$ cat config.mk
export PLATFORM = sky130hd
export DESIGN_NAME = psychic5_sdram_arbiter
export DESIGN_NICKNAME = d
export VERILOG_FILES = /design/src/rtl/psychic5_sdram_arbiter.sv
export SDC_FILE = /design/constraint.sdc
export NUM_CORES = 1
export LEC_CHECK = 0
export CAP_MARGIN = 30
export CORE_MARGIN = 3
export CORE_UTILIZATION = 35
export CTS_BUF_LIST = sky130_fd_sc_hd__clkbuf_4
export DETAILED_ROUTE_END_ITERATION = 10
export HOLD_SLACK_MARGIN = 0.05
export SETUP_SLACK_MARGIN = 0.3
export SYNTH_ARGS = -nofsm -noshare
export SYNTH_HDL_FRONTEND = slang
export SYNTH_SLANG_ARGS = --single-unit
$ cat constraint.sdc
create_clock -name i_EMU_MCLK -period 2.5 [get_ports i_EMU_MCLK]
set_input_delay 0.25 -clock i_EMU_MCLK [delete_from_list [all_inputs] [get_ports i_EMU_MCLK]]
set_output_delay 0.25 -clock i_EMU_MCLK [all_outputs]
set_load 0.03 [all_outputs]
$ cat src/rtl/psychic5_sdram_arbiter.sv
// Two-port ROM fetch arbiter: one-word cache per port (main CPU, object ROM),
// misses arbitrated round-robin onto a single 16-bit SDRAM read channel.
module psychic5_sdram_arbiter #(
    parameter logic [21:0] MAINCPU_BASE = 22'h000000,
    parameter logic [21:0] OBJROM_BASE  = 22'h010000
) (
    input  logic        i_EMU_MCLK,
    input  logic        i_EMU_RST,
    input  logic        i_EMU_DLOAD_BUSY,
    input  logic [16:0] i_EMU_MAINCPU_ADDR,
    input  logic        i_EMU_MAINCPU_RQ_n,
    output logic [7:0]  o_EMU_MAINCPU_DATA,
    output logic        o_EMU_MAINCPU_RDY,
    input  logic [16:0] i_EMU_OBJROM_ADDR,
    input  logic        i_EMU_OBJROM_RQ_n,
    output logic [7:0]  o_EMU_OBJROM_DATA,
    output logic        o_EMU_OBJROM_RDY,
    output logic [21:0] o_SDRAM_ADDR,
    output logic        o_SDRAM_RD,
    input  logic [15:0] i_SDRAM_DATA,
    input  logic        i_SDRAM_DVALID
);

    typedef enum logic [1:0] {
        IDLE      = 2'd0,
        FETCH_CPU = 2'd1,
        FETCH_OBJ = 2'd2
    } state_t;

    state_t      state_q, state_d;
    logic        last_obj_q, last_obj_d;
    logic        discard_q, discard_d;
    logic [15:0] fetch_tag_q, fetch_tag_d;
    logic [21:0] sdram_addr_q, sdram_addr_d;
    logic        sdram_rd_q, sdram_rd_d;

    logic [15:0] cpu_word_q, cpu_word_d;
    logic [15:0] cpu_tag_q, cpu_tag_d;
    logic        cpu_valid_q, cpu_valid_d;
    logic        cpu_rdy_q, cpu_rdy_d;
    logic [7:0]  cpu_data_q, cpu_data_d;

    logic [15:0] obj_word_q, obj_word_d;
    logic [15:0] obj_tag_q, obj_tag_d;
    logic        obj_valid_q, obj_valid_d;
    logic        obj_rdy_q, obj_rdy_d;
    logic [7:0]  obj_data_q, obj_data_d;

    logic cpu_hit, obj_hit, cpu_pend, obj_pend, grant_cpu, grant_obj;

    always_comb begin
        cpu_hit  = !i_EMU_MAINCPU_RQ_n && cpu_valid_q && !i_EMU_DLOAD_BUSY
                   && (cpu_tag_q == i_EMU_MAINCPU_ADDR[16:1]);
        obj_hit  = !i_EMU_OBJROM_RQ_n && obj_valid_q && !i_EMU_DLOAD_BUSY
                   && (obj_tag_q == i_EMU_OBJROM_ADDR[16:1]);
        cpu_pend = !i_EMU_MAINCPU_RQ_n && !cpu_hit && !i_EMU_DLOAD_BUSY;
        obj_pend = !i_EMU_OBJROM_RQ_n && !obj_hit && !i_EMU_DLOAD_BUSY;

        // On a tie the port that did not win the previous tie goes first.
        grant_cpu = 1'b0;
        grant_obj = 1'b0;
        if (state_q == IDLE) begin
            grant_cpu = cpu_pend && (!obj_pend || last_obj_q);
            grant_obj = obj_pend && (!cpu_pend || !last_obj_q);
        end

        state_d      = state_q;
        last_obj_d   = last_obj_q;
        discard_d    = discard_q;
        fetch_tag_d  = fetch_tag_q;
        sdram_addr_d = sdram_addr_q;
        sdram_rd_d   = sdram_rd_q;
        cpu_word_d   = cpu_word_q;
        cpu_tag_d    = cpu_tag_q;
        cpu_valid_d  = cpu_valid_q;
        obj_word_d   = obj_word_q;
        obj_tag_d    = obj_tag_q;
        obj_valid_d  = obj_valid_q;

        cpu_rdy_d  = cpu_hit;
        cpu_data_d = cpu_hit ? (i_EMU_MAINCPU_ADDR[0] ? cpu_word_q[15:8] : cpu_word_q[7:0])
                             : cpu_data_q;
        obj_rdy_d  = obj_hit;
        obj_data_d = obj_hit ? (i_EMU_OBJROM_ADDR[0] ? obj_word_q[15:8] : obj_word_q[7:0])
                             : obj_data_q;

        // A download poisons any fetch in flight, even if it ends before DVALID.
        if (i_EMU_DLOAD_BUSY) begin
            cpu_valid_d = 1'b0;
            obj_valid_d = 1'b0;
            if (state_q != IDLE) discard_d = 1'b1;
        end

        case (state_q)
            IDLE: begin
                if (cpu_pend && obj_pend) last_obj_d = grant_obj;
                if (grant_cpu) begin
                    state_d      = FETCH_CPU;
                    sdram_rd_d   = 1'b1;
                    sdram_addr_d = MAINCPU_BASE + {6'd0, i_EMU_MAINCPU_ADDR[16:1]};
                    fetch_tag_d  = i_EMU_MAINCPU_ADDR[16:1];
                    discard_d    = 1'b0;
                end else if (grant_obj) begin
                    state_d      = FETCH_OBJ;
                    sdram_rd_d   = 1'b1;
                    sdram_addr_d = OBJROM_BASE + {6'd0, i_EMU_OBJROM_ADDR[16:1]};
                    fetch_tag_d  = i_EMU_OBJROM_ADDR[16:1];
                    discard_d    = 1'b0;
                end
            end
            FETCH_CPU: begin
                if (i_SDRAM_DVALID) begin
                    cpu_word_d  = i_SDRAM_DATA;
                    cpu_tag_d   = fetch_tag_q;
                    cpu_valid_d = !i_EMU_DLOAD_BUSY && !discard_q;
                    sdram_rd_d  = 1'b0;
                    state_d     = IDLE;
                end
            end
            FETCH_OBJ: begin
                if (i_SDRAM_DVALID) begin
                    obj_word_d  = i_SDRAM_DATA;
                    obj_tag_d   = fetch_tag_q;
                    obj_valid_d = !i_EMU_DLOAD_BUSY && !discard_q;
                    sdram_rd_d  = 1'b0;
                    state_d     = IDLE;
                end
            end
            default: begin
                state_d    = IDLE;
                sdram_rd_d = 1'b0;
            end
        endcase
    end

    always_ff @(posedge i_EMU_MCLK) begin
        if (i_EMU_RST) begin
            state_q      <= IDLE;
            last_obj_q   <= 1'b1;
            discard_q    <= 1'b0;
            fetch_tag_q  <= 16'd0;
            sdram_addr_q <= 22'd0;
            sdram_rd_q   <= 1'b0;
            cpu_word_q   <= 16'd0;
            cpu_tag_q    <= 16'd0;
            cpu_valid_q  <= 1'b0;
            cpu_rdy_q    <= 1'b0;
            cpu_data_q   <= 8'd0;
            obj_word_q   <= 16'd0;
            obj_tag_q    <= 16'd0;
            obj_valid_q  <= 1'b0;
            obj_rdy_q    <= 1'b0;
            obj_data_q   <= 8'd0;
        end else begin
            state_q      <= state_d;
            last_obj_q   <= last_obj_d;
            discard_q    <= discard_d;
            fetch_tag_q  <= fetch_tag_d;
            sdram_addr_q <= sdram_addr_d;
            sdram_rd_q   <= sdram_rd_d;
            cpu_word_q   <= cpu_word_d;
            cpu_tag_q    <= cpu_tag_d;
            cpu_valid_q  <= cpu_valid_d;
            cpu_rdy_q    <= cpu_rdy_d;
            cpu_data_q   <= cpu_data_d;
            obj_word_q   <= obj_word_d;
            obj_tag_q    <= obj_tag_d;
            obj_valid_q  <= obj_valid_d;
            obj_rdy_q    <= obj_rdy_d;
            obj_data_q   <= obj_data_d;
        end
    end

    assign o_EMU_MAINCPU_DATA = cpu_data_q;
    assign o_EMU_MAINCPU_RDY  = cpu_rdy_q;
    assign o_EMU_OBJROM_DATA  = obj_data_q;
    assign o_EMU_OBJROM_RDY   = obj_rdy_q;
    assign o_SDRAM_ADDR       = sdram_addr_q;
    assign o_SDRAM_RD         = sdram_rd_q;

endmodule

==> flow_summary_export.csv, run 1 <==
group,metric,value,unit
status,outcome,"finished, final reports clean",
sta,final_hold_viol_count,0,
floorplan,start_util,0.3586,
sta,setup_violations,0,
routing,m1WireLength,6879,um
critical_path,start_kind,"register",
routing,via_per_inst,5.122,
sta,fin_crit,2.167,ns
routing,drt_iter0_drc,336,
routing,met3WireLength,741,um
sta,layout_setup_ws,0.3330,ns
sta,fin_crit_sh,0.8668,
min_path,worstHoldPathType,"input pin to register",
logic_synthesis,ys_ff_latch,106,
finish,drive_gt1_frac,0.1787,
floorplan,dieWidth,122.7,um
critical_path,setup.worst_path.end_class,"register",
finish,area_delta_synth_final,35.76,%
cts,htreeDepth,3,
logic_synthesis,synthesis.instances,588,
global_route,grt_overflow,0,
routing,routed.top_layer,"met4",
routing,firstDrtPassIters,5,
logic_synthesis,seq_area_frac_synth,0.4450,
sta,fin_setup_tns,0,ns
logic_synthesis,synth_cell_type_count,45,
finish,post-route-util,0.4869,
global_route,antenna_found_initial,0,
power,worst_ir_drop_vdd,219.3,uV
floorplan,coreArea,13300,um2
cts,tritoncts,"yes",
logic_synthesis,netlist_area,4768,um2
critical_path,path_class,"register to register",
power,finalPower,3378,uW
cts,cts.sinks,106,
logic_synthesis,syn_area_per_cell,8.109,um2
cts,clkLatencyLatePin,0.49,ns
critical_path,cp.arrival,2.57,ns
power,p_leak,0.002211,uW
floorplan,die_y,122.7,um
power,power_density,521.8,nW/um2
global_route,grt_usage,0.1920,
floorplan,rows,42,
placed_design,gp_congestion,0.8422,
sta,max_slew_margin,0.5629,
routing,routedWlPerCell,16.39,um
finish,nets,759,
cts,ctsHoldBuffers,0,
placed_design,hpwl,10930,um
floorplan,dieArea,15060,um2
critical_path,cp_max_fo,17,
global_route,grt_pass1_wl,22510,um
routing,final_antenna_net_count,0,
floorplan,io_pins,97,
cts,cts.clk_slew.worst_paths,0.17,ns
logic_synthesis,async_flop_share,0,
routing,drc,0,
finish,design_area,6474,um2
sta,max_freq,0.4615,GHz
placed_design,pre_cts_slack,-0.1926,ns
global_route,grt_pass1_vias,4103,
sta,rsz0062_at_grt,"yes",
routing,met2_length,6583,um
sta,tightest_slew,0.6556,ns
job,cap_viol_max_count,0,
sta,fin_skew,0.01868,ns
sta,drv_slew,0,
routing,vias,4518,
cts,clockBufferDepth,2,
critical_path,required,2.91,ns
placed_design,postPlaceCellArea,6075,um2
global_route,grt_start_max_net_pins,34,
cts,cts_inserted_buffers,9,
logic_synthesis,yosys_warnings,0,
cts,root_buffer,"clkbuf_4",
placed_design,io_buffer_count,91,
logic_synthesis,ys.flop_type,"dfxtp_1",
logic_synthesis,synth_edf_count,0,
routing,drt_wl_total,14450,um
==> layer usage <==
layer / track usage / vias up
met5: 0 / -
met4: 0.06088 / 0
met3: 0.02535 / 19
met2: 0.2798 / 117
met1: 0.2915 / 2135
li1: - / 2247
==> final timing paths <==
path                                              to            startpoint  depth (start not counted)  slack, ns
worst max register to register        fetch_tag_q[6]          cpu_tag_q[8]                          7       0.33
worst min-delay path                   obj_word_q[0]             i_EMU_RST                          2       0.30
worst min register to register  o_EMU_OBJROM_DATA[1]  o_EMU_OBJROM_DATA[1]                          2       0.46
worst max-delay path                  fetch_tag_q[6]          cpu_tag_q[8]                          7       0.33
==> registers in the layout (all words and copies together), names as in the netlist <==
register and flops:
o_EMU_OBJROM_RDY 1, obj_word_q 16, o_SDRAM_ADDR 2, obj_valid_q 1, last_obj_q 1, o_EMU_OBJROM_DATA 8
o_EMU_MAINCPU_RDY 1, cpu_word_q 16, state_q 2, cpu_valid_q 1, o_SDRAM_RD 1, discard_q 1
fetch_tag_q 15, obj_tag_q 16, cpu_tag_q 16, o_EMU_MAINCPU_DATA 8
==> kinds of logic (layout without fill, tap and decap cells) <==
kind of cell               after synthesis  count (layout)  synth area share
other                                    1               6         0.0007864
DFF                                    106             106            0.4450
buffers and inverters                   54             167           0.05694
xor gates and xnor gates                32              32           0.05878
muxes                                   16              16           0.03569
adders and majority gates                3               3          0.007873
AOI/OAI and AO/OA                      131             131            0.1645
and+or+nand+nor                        245             245            0.2304
==> power breakdown <==
group	switching, uW	internal, uW
combinational	335	300
sequential	64.1	1750
clock	618	314
==> layout by cell type, fill, tap and decap left out, drive strengths merged, types with 8 or more instances in the layout <==
cell type	count
xnor2	32
nor2	15
o21ai	21
a21oi	82
mux2	8
clkdlybuf4s50	90
nand3	9
clkbuf	9
mux2i	8
nand2	148
a311oi	16
dfxtp	106
buf	58
nand4	28
nor3	31
==> repair_timing <==
action,CTS,global route
setup buffers,0,1
setup endpoints to repair,19,25
pin swaps,3,20
gates cloned,0,1
resized for setup,11,33
==> critical path: stages, from the launching register on <==
cell and delay, ns:
dfxtp_1 0.36, xnor2_1 0.23, nand4_1 0.12, or4_4 0.56, o211ai_4 0.20, buf_12 0.17
nand4_1 0.16, a311oi_2 0.29
==> cell usage after synthesis (all sizes together), types with 4 or more instances <==
cell	count	area, um2
and2	4	25.02
xnor2	32	280.3
dfxtp	106	2122
nor3	31	155.2
mux2i	8	80.08
buf	23	151.4
clkbuf	28	108.9
a311oi	16	146.4
mux2	8	90.09
nor2	15	66.32
nand3	9	45.04
o21ai	21	108.9
nand4	28	175.2
a21oi	82	410.4
nand2	148	555.5
==> layout make-up <==
type / instances / area [um2]
inverter: 3 / 11.26
clock buffer: 9 / 67.56
fill: 1266 / 6822
multi-input combinational: 432 / 2605
tap: 176 / 220.2
antenna: 1 / 2.502
clock inverter: 7 / 76.32
sequential: 106 / 2132
timing repair buffer: 148 / 1359
==> through the flow <==
stage,instances,hold WS (ns)
final,882,0.2964
after global routing,881,0.3071
after CTS,879,0.2489
after detailed placement,863,0.4469
after global placement,863,0.4393
after floorplan,592,0.3331
Note: power is estimated with default switching activity, not from simulation.
==> run 2: changes to the inputs <==
- ABC_AREA: unset -> 0
- CORE_ASPECT_RATIO: unset -> 0.7
- clock period: 2.5 -> 2.55 ns (I/O delays scaled with it)
==> flow_summary_export.csv, run 2 (same netlist as run 1, synthesis figures left out) <==
group,metric,value,unit
finish,drive_gt1_frac,0.1565,
sta,max_slew_margin,0.5692,
routing,drt_iter0_drc,366,
power,switching_share,0.3138,
critical_path,setup.worst_path.start,"cpu_tag_q[12]",
sta,setup_violations,0,
power,comb_power_share,0.191,
critical_path,path_class,"register to register",
sta,layout_setup_ws,0.3315,ns
sta,max_freq,0.4507,GHz
cts,htreeDepth,3,
sta,whs,0.3129,ns
cts,clkLatencyLatePin,0.47,ns
placed_design,postPlaceCellArea,6003,um2
power,p_int,2207,uW
routing,vias,4501,
floorplan,dieWidth,145.5,um
finish,fill_cells,1296,
global_route,grt_overflow,0,
sta,fin_crit,2.219,ns
routing,drt_wl_total,15190,um
power,pwr-share-clk,0.256,
cts,ctsHoldBuffers,0,
job,cap_viol_max_count,0,
global_route,grt_start_max_net_pins,47,
finish,final_common_cell,"nand2_1",
cts,clockBufferDepth,2,
power,power_density,506.8,nW/um2
global_route,grt_pass1_vias,4241,
floorplan,io_pins,97,
power,pwr-share-seq,0.553,
routing,via_per_inst,5.144,
min_path,hp-start,"i_EMU_RST",
floorplan,rows,35,
placed_design,hpwl,11500,um
cts,cts_inserted_buffers,9,
finish,layout.cells.most_common_list,"148 x nand2_1, 100 x dfxtp_1, 90 x clkdlybuf4s50_1",
routing,routedWlPerCell,17.36,um
sta,fin_crit_sh,0.8700,
cts,root_buffer,"clkbuf_4",
finish,area_delta_synth_final,33.11,%
cts,cts.clk_slew.worst_paths,0.17,ns
power,worst_ir_drop_vdd,200.7,uV
finish,num_antenna_cells,0,
critical_path,cp_max_fo,17,
placed_design,pre_cts_slack,-0.1102,ns
critical_path,start_kind,"register",
critical_path,cp.arrival,2.61,ns
global_route,grt_usage,0.1961,
finish,nets,744,
cts,cts.sinks,106,
routing,drc,0,
routing,final_antenna_net_count,0,
sta,rsz0062_at_grt,"no",
min_path,worstHoldPathType,"input pin to register",
routing,firstDrtPassIters,5,
critical_path,setup.worst_path.end_class,"register",
sta,drv_slew,0,
sta,tightest_slew,0.6462,ns
floorplan,dieArea,15080,um2
sta,final_hold_viol_count,0,
finish,design_area,6347,um2
placed_design,gp_congestion,0.9290,
floorplan,die_y,103.7,um
floorplan,start_util,0.3605,
global_route,grt_pass1_wl,23600,um
sta,fin_skew,0.01339,ns
floorplan,coreArea,13230,um2
power,finalPower,3217,uW
power,netSwitchingPower,1010,uW
critical_path,required,2.94,ns
critical_path,ff2ff_setup_slack,0.33,ns
critical_path,worstReg2RegStart,"cpu_tag_q[12]",
status,outcome,"finished, final reports clean",
power,p_leak,0.002121,uW
cts,tritoncts,"yes",
placed_design,io_buffer_count,91,
global_route,antenna_found_initial,0,
sta,fin_setup_tns,0,ns
==> run 2: through the flow <==
step                      std cells  utilization
after floorplan                 592            -
after global placement          856       0.4539
after detailed placement        856       0.4539
after CTS                       872       0.4654
after global routing            875       0.4799
final                           875       0.4799
==> run 2: repair_timing <==
| item | CTS | global route |
|---|---|---|
| cloned | 0 | 1 |
| endpoints found under the setup margin | 10 | 19 |
| resized for setup | 5 | 30 |
| endpoints found under the hold margin | 0 | 0 |
| buffers inserted | 0 | 2 |
| pin swaps | 0 | 9 |
==> run 2: routing by layer <==
layer	global-route usage	wire, um
met3	0.04329	1214
met4	0.03252	105
met2	0.2736	6207
met5	0	0
met1	0.3097	7662
==> run 2: worst paths after layout <==
kind,endpoint,cells past startpoint
setup / recovery,o_SDRAM_ADDR[15],7
hold / removal,cpu_tag_q[4],2
setup reg to reg,o_SDRAM_ADDR[15],7
hold reg to reg,obj_word_q[5],2
==> run 2: final cells by class <==
type                       count  area, um2  area share
multi-input combinational    432       2574      0.4055
clock buffer                   9      67.56     0.01064
clock inverter                 7      57.56    0.009068
inverter                       3      11.26    0.001774
timing repair buffer         133       1276      0.2011
tap                          185      231.5     0.03647
sequential                   106       2130      0.3355
==> run 2: critical path, stage by stage, from the launching register on <==
cell and delay (ns):
dfxtp_2 0.37, xnor2_2 0.20, nand4_1 0.12, or4_4 0.62, o211ai_4 0.21, buf_12 0.17, nand4_1 0.15, a311oi_2 0.30
==> run 2: power by group through the flow <==
| stage | registers (uW) | logic (uW) | clock network (uW) |
|---|---|---|---|
| 3_5_place_dp | 1810 | 574 | 0 |
| 3_3_place_gp | 1810 | 571 | 0 |
| 4_1_cts | 1770 | 580 | 840 |
| 2_1_floorplan | 1840 | 249 | 0 |
| 5_1_grt | 1780 | 652 | 899 |
| 6_report | 1780 | 614 | 823 |
==> run 3: changes to the inputs <==
- GPL_ROUTABILITY_DRIVEN: unset -> 0
- PLACE_DENSITY: unset -> 0.55
==> flow_summary_export.csv, run 3 (same netlist as run 1, synthesis figures left out) <==
group,metric,value,unit
floorplan,coreArea,13230,um2
finish,layout.cells.most_common_list,"148 x nand2_1, 99 x dfxtp_1, 90 x clkdlybuf4s50_1",
global_route,antenna_found_initial,0,
global_route,grt_usage,0.1932,
sta,fin_skew,0.01856,ns
routing,drt_wl_total,14680,um
cts,clockBufferDepth,2,
power,pwr-share-clk,0.243,
finish,drive_gt1_frac,0.1456,
floorplan,die_y,103.7,um
floorplan,start_util,0.3605,
routing,routedWlPerCell,16.97,um
cts,clkLatencyLatePin,0.47,ns
cts,ctsHoldBuffers,0,
global_route,grt_pass1_wl,23200,um
power,power_density,499.9,nW/um2
finish,area_delta_synth_final,31.88,%
job,cap_viol_max_count,0,
routing,firstDrtPassIters,5,
finish,final_common_cell,"nand2_1",
routing,via_per_inst,5.125,
floorplan,dieWidth,145.5,um
power,comb_power_share,0.192,
finish,post-route-util,0.4755,
power,worst_ir_drop_vdd,187.3,uV
placed_design,dp.cells,849,
sta,fin_crit_sh,0.8716,
power,finalPower,3144,uW
cts,cts.clk_slew.worst_paths,0.16,ns
finish,nets,735,
power,p_int,2184,uW
placed_design,io_buffer_count,91,
critical_path,setup.worst_path.end_class,"register",
floorplan,io_pins,97,
min_path,worstHoldPathType,"input pin to register",
routing,final_antenna_net_count,0,
power,pwr-share-seq,0.566,
power,p_leak,0.002081,uW
cts,tritoncts,"yes",
critical_path,required,2.94,ns
cts,cts_inserted_buffers,9,
sta,max_freq,0.4499,GHz
floorplan,dieArea,15080,um2
status,outcome,"finished, final reports clean",
routing,drc,0,
floorplan,rows,35,
power,switching_share,0.3053,
routing,vias,4433,
cts,htreeDepth,3,
sta,setup_violations,0,
critical_path,start_kind,"register",
global_route,grt_start_max_net_pins,43,
finish,num_antenna_cells,0,
cts,cts.sinks,106,
global_route,grt_pass1_vias,4142,
sta,fin_crit,2.223,ns
routing,drt_iter0_drc,427,
sta,tightest_slew,0.6456,ns
critical_path,cp.arrival,2.62,ns
sta,drv_slew,0,
sta,max_slew_margin,0.5696,
sta,final_hold_viol_count,0,
critical_path,path_class,"register to register",
global_route,grt_overflow,0,
finish,final_cell_count_no_fill,865,
sta,rsz0062_at_grt,"yes",
critical_path,cp_max_fo,8,
placed_design,hpwl,11210,um
power,netSwitchingPower,959.9,uW
cts,root_buffer,"clkbuf_4",
run 3: cell count changes in the layout (fill, tap and decap cells not counted), moves of 2 or more:
cell      delta
buf_6        +2
buf_4       -10
clkinv_2     +2
a311oi_1     -2
a311oi_2     +2
inv_6        -2
run 3: what timing repair did:
action / 4_1_cts / 5_1_grt
setup buffers: 0 / 1
gates resized for setup: 3 / 36
setup endpoints to repair: 5 / 20
pin swaps: 0 / 13
run 3: per-stage QoR:
step / cell area, um2 / hold slack, ns / worst slack [ns] / TNS [ns]
2_1_floorplan: 4783 / 0.3381 / 0.4704 / 0
3_3_place_gp: 5951 / 0.4384 / -0.1284 / -1.374
3_5_place_dp: 5951 / 0.4467 / -0.1842 / -1.677
4_1_cts: 6076 / 0.2679 / 0.2989 / 0
5_1_grt: 6289 / 0.3159 / 0.2621 / 0
6_report: 6289 / 0.3183 / 0.3274 / 0
run 3: final timing paths:
check / startpoint / end / slack [ns] / cells past startpoint
hold reg to reg: obj_word_q[13] / obj_word_q[13] / 0.46 / 2
setup reg to reg: obj_tag_q[9] / fetch_tag_q[3] / 0.33 / 7
setup / recovery: obj_tag_q[9] / fetch_tag_q[3] / 0.33 / 7
hold / removal: i_EMU_RST / obj_tag_q[3] / 0.32 / 2
run 3: power groups by stage:
stage / logic (uW) / clock network [uW] / registers, uW
5_1_grt: 645 / 853 / 1790
3_3_place_gp: 560 / 0 / 1810
4_1_cts: 566 / 788 / 1770
3_5_place_dp: 562 / 0 / 1810
2_1_floorplan: 249 / 0 / 1840
6_report: 602 / 763 / 1780
run 3: final cells by class:
| cell class | instances | area [um2] |
|---|---|---|
| clock buffers | 9 | 67.56 |
| clock inverters | 6 | 42.54 |
| fillers | 1327 | 6937 |
| inverters | 3 | 11.26 |
| multi-input cells | 432 | 2586 |
| flip-flops and latches | 106 | 2131 |
| well taps | 185 | 231.5 |
| repair buffers | 124 | 1219 |
run 3: worst max-delay path, stage by stage, from the launching register on:
cell and delay (ns):
dfxtp_2 0.37, xnor2_2 0.18, nand4_1 0.11, or4_4 0.55, o21a_1 0.24, or2_1 0.25
buf_4 0.18, a311oi_2 0.27
run 3: per-layer routing:
layer,global-route usage,wire length (um),up-vias
li1,-,-,2208
met5,0,0,-
met1,0.3079,7949,2079
met4,0.04472,174,0
met3,0.04416,762,16
met2,0.2586,5789,130
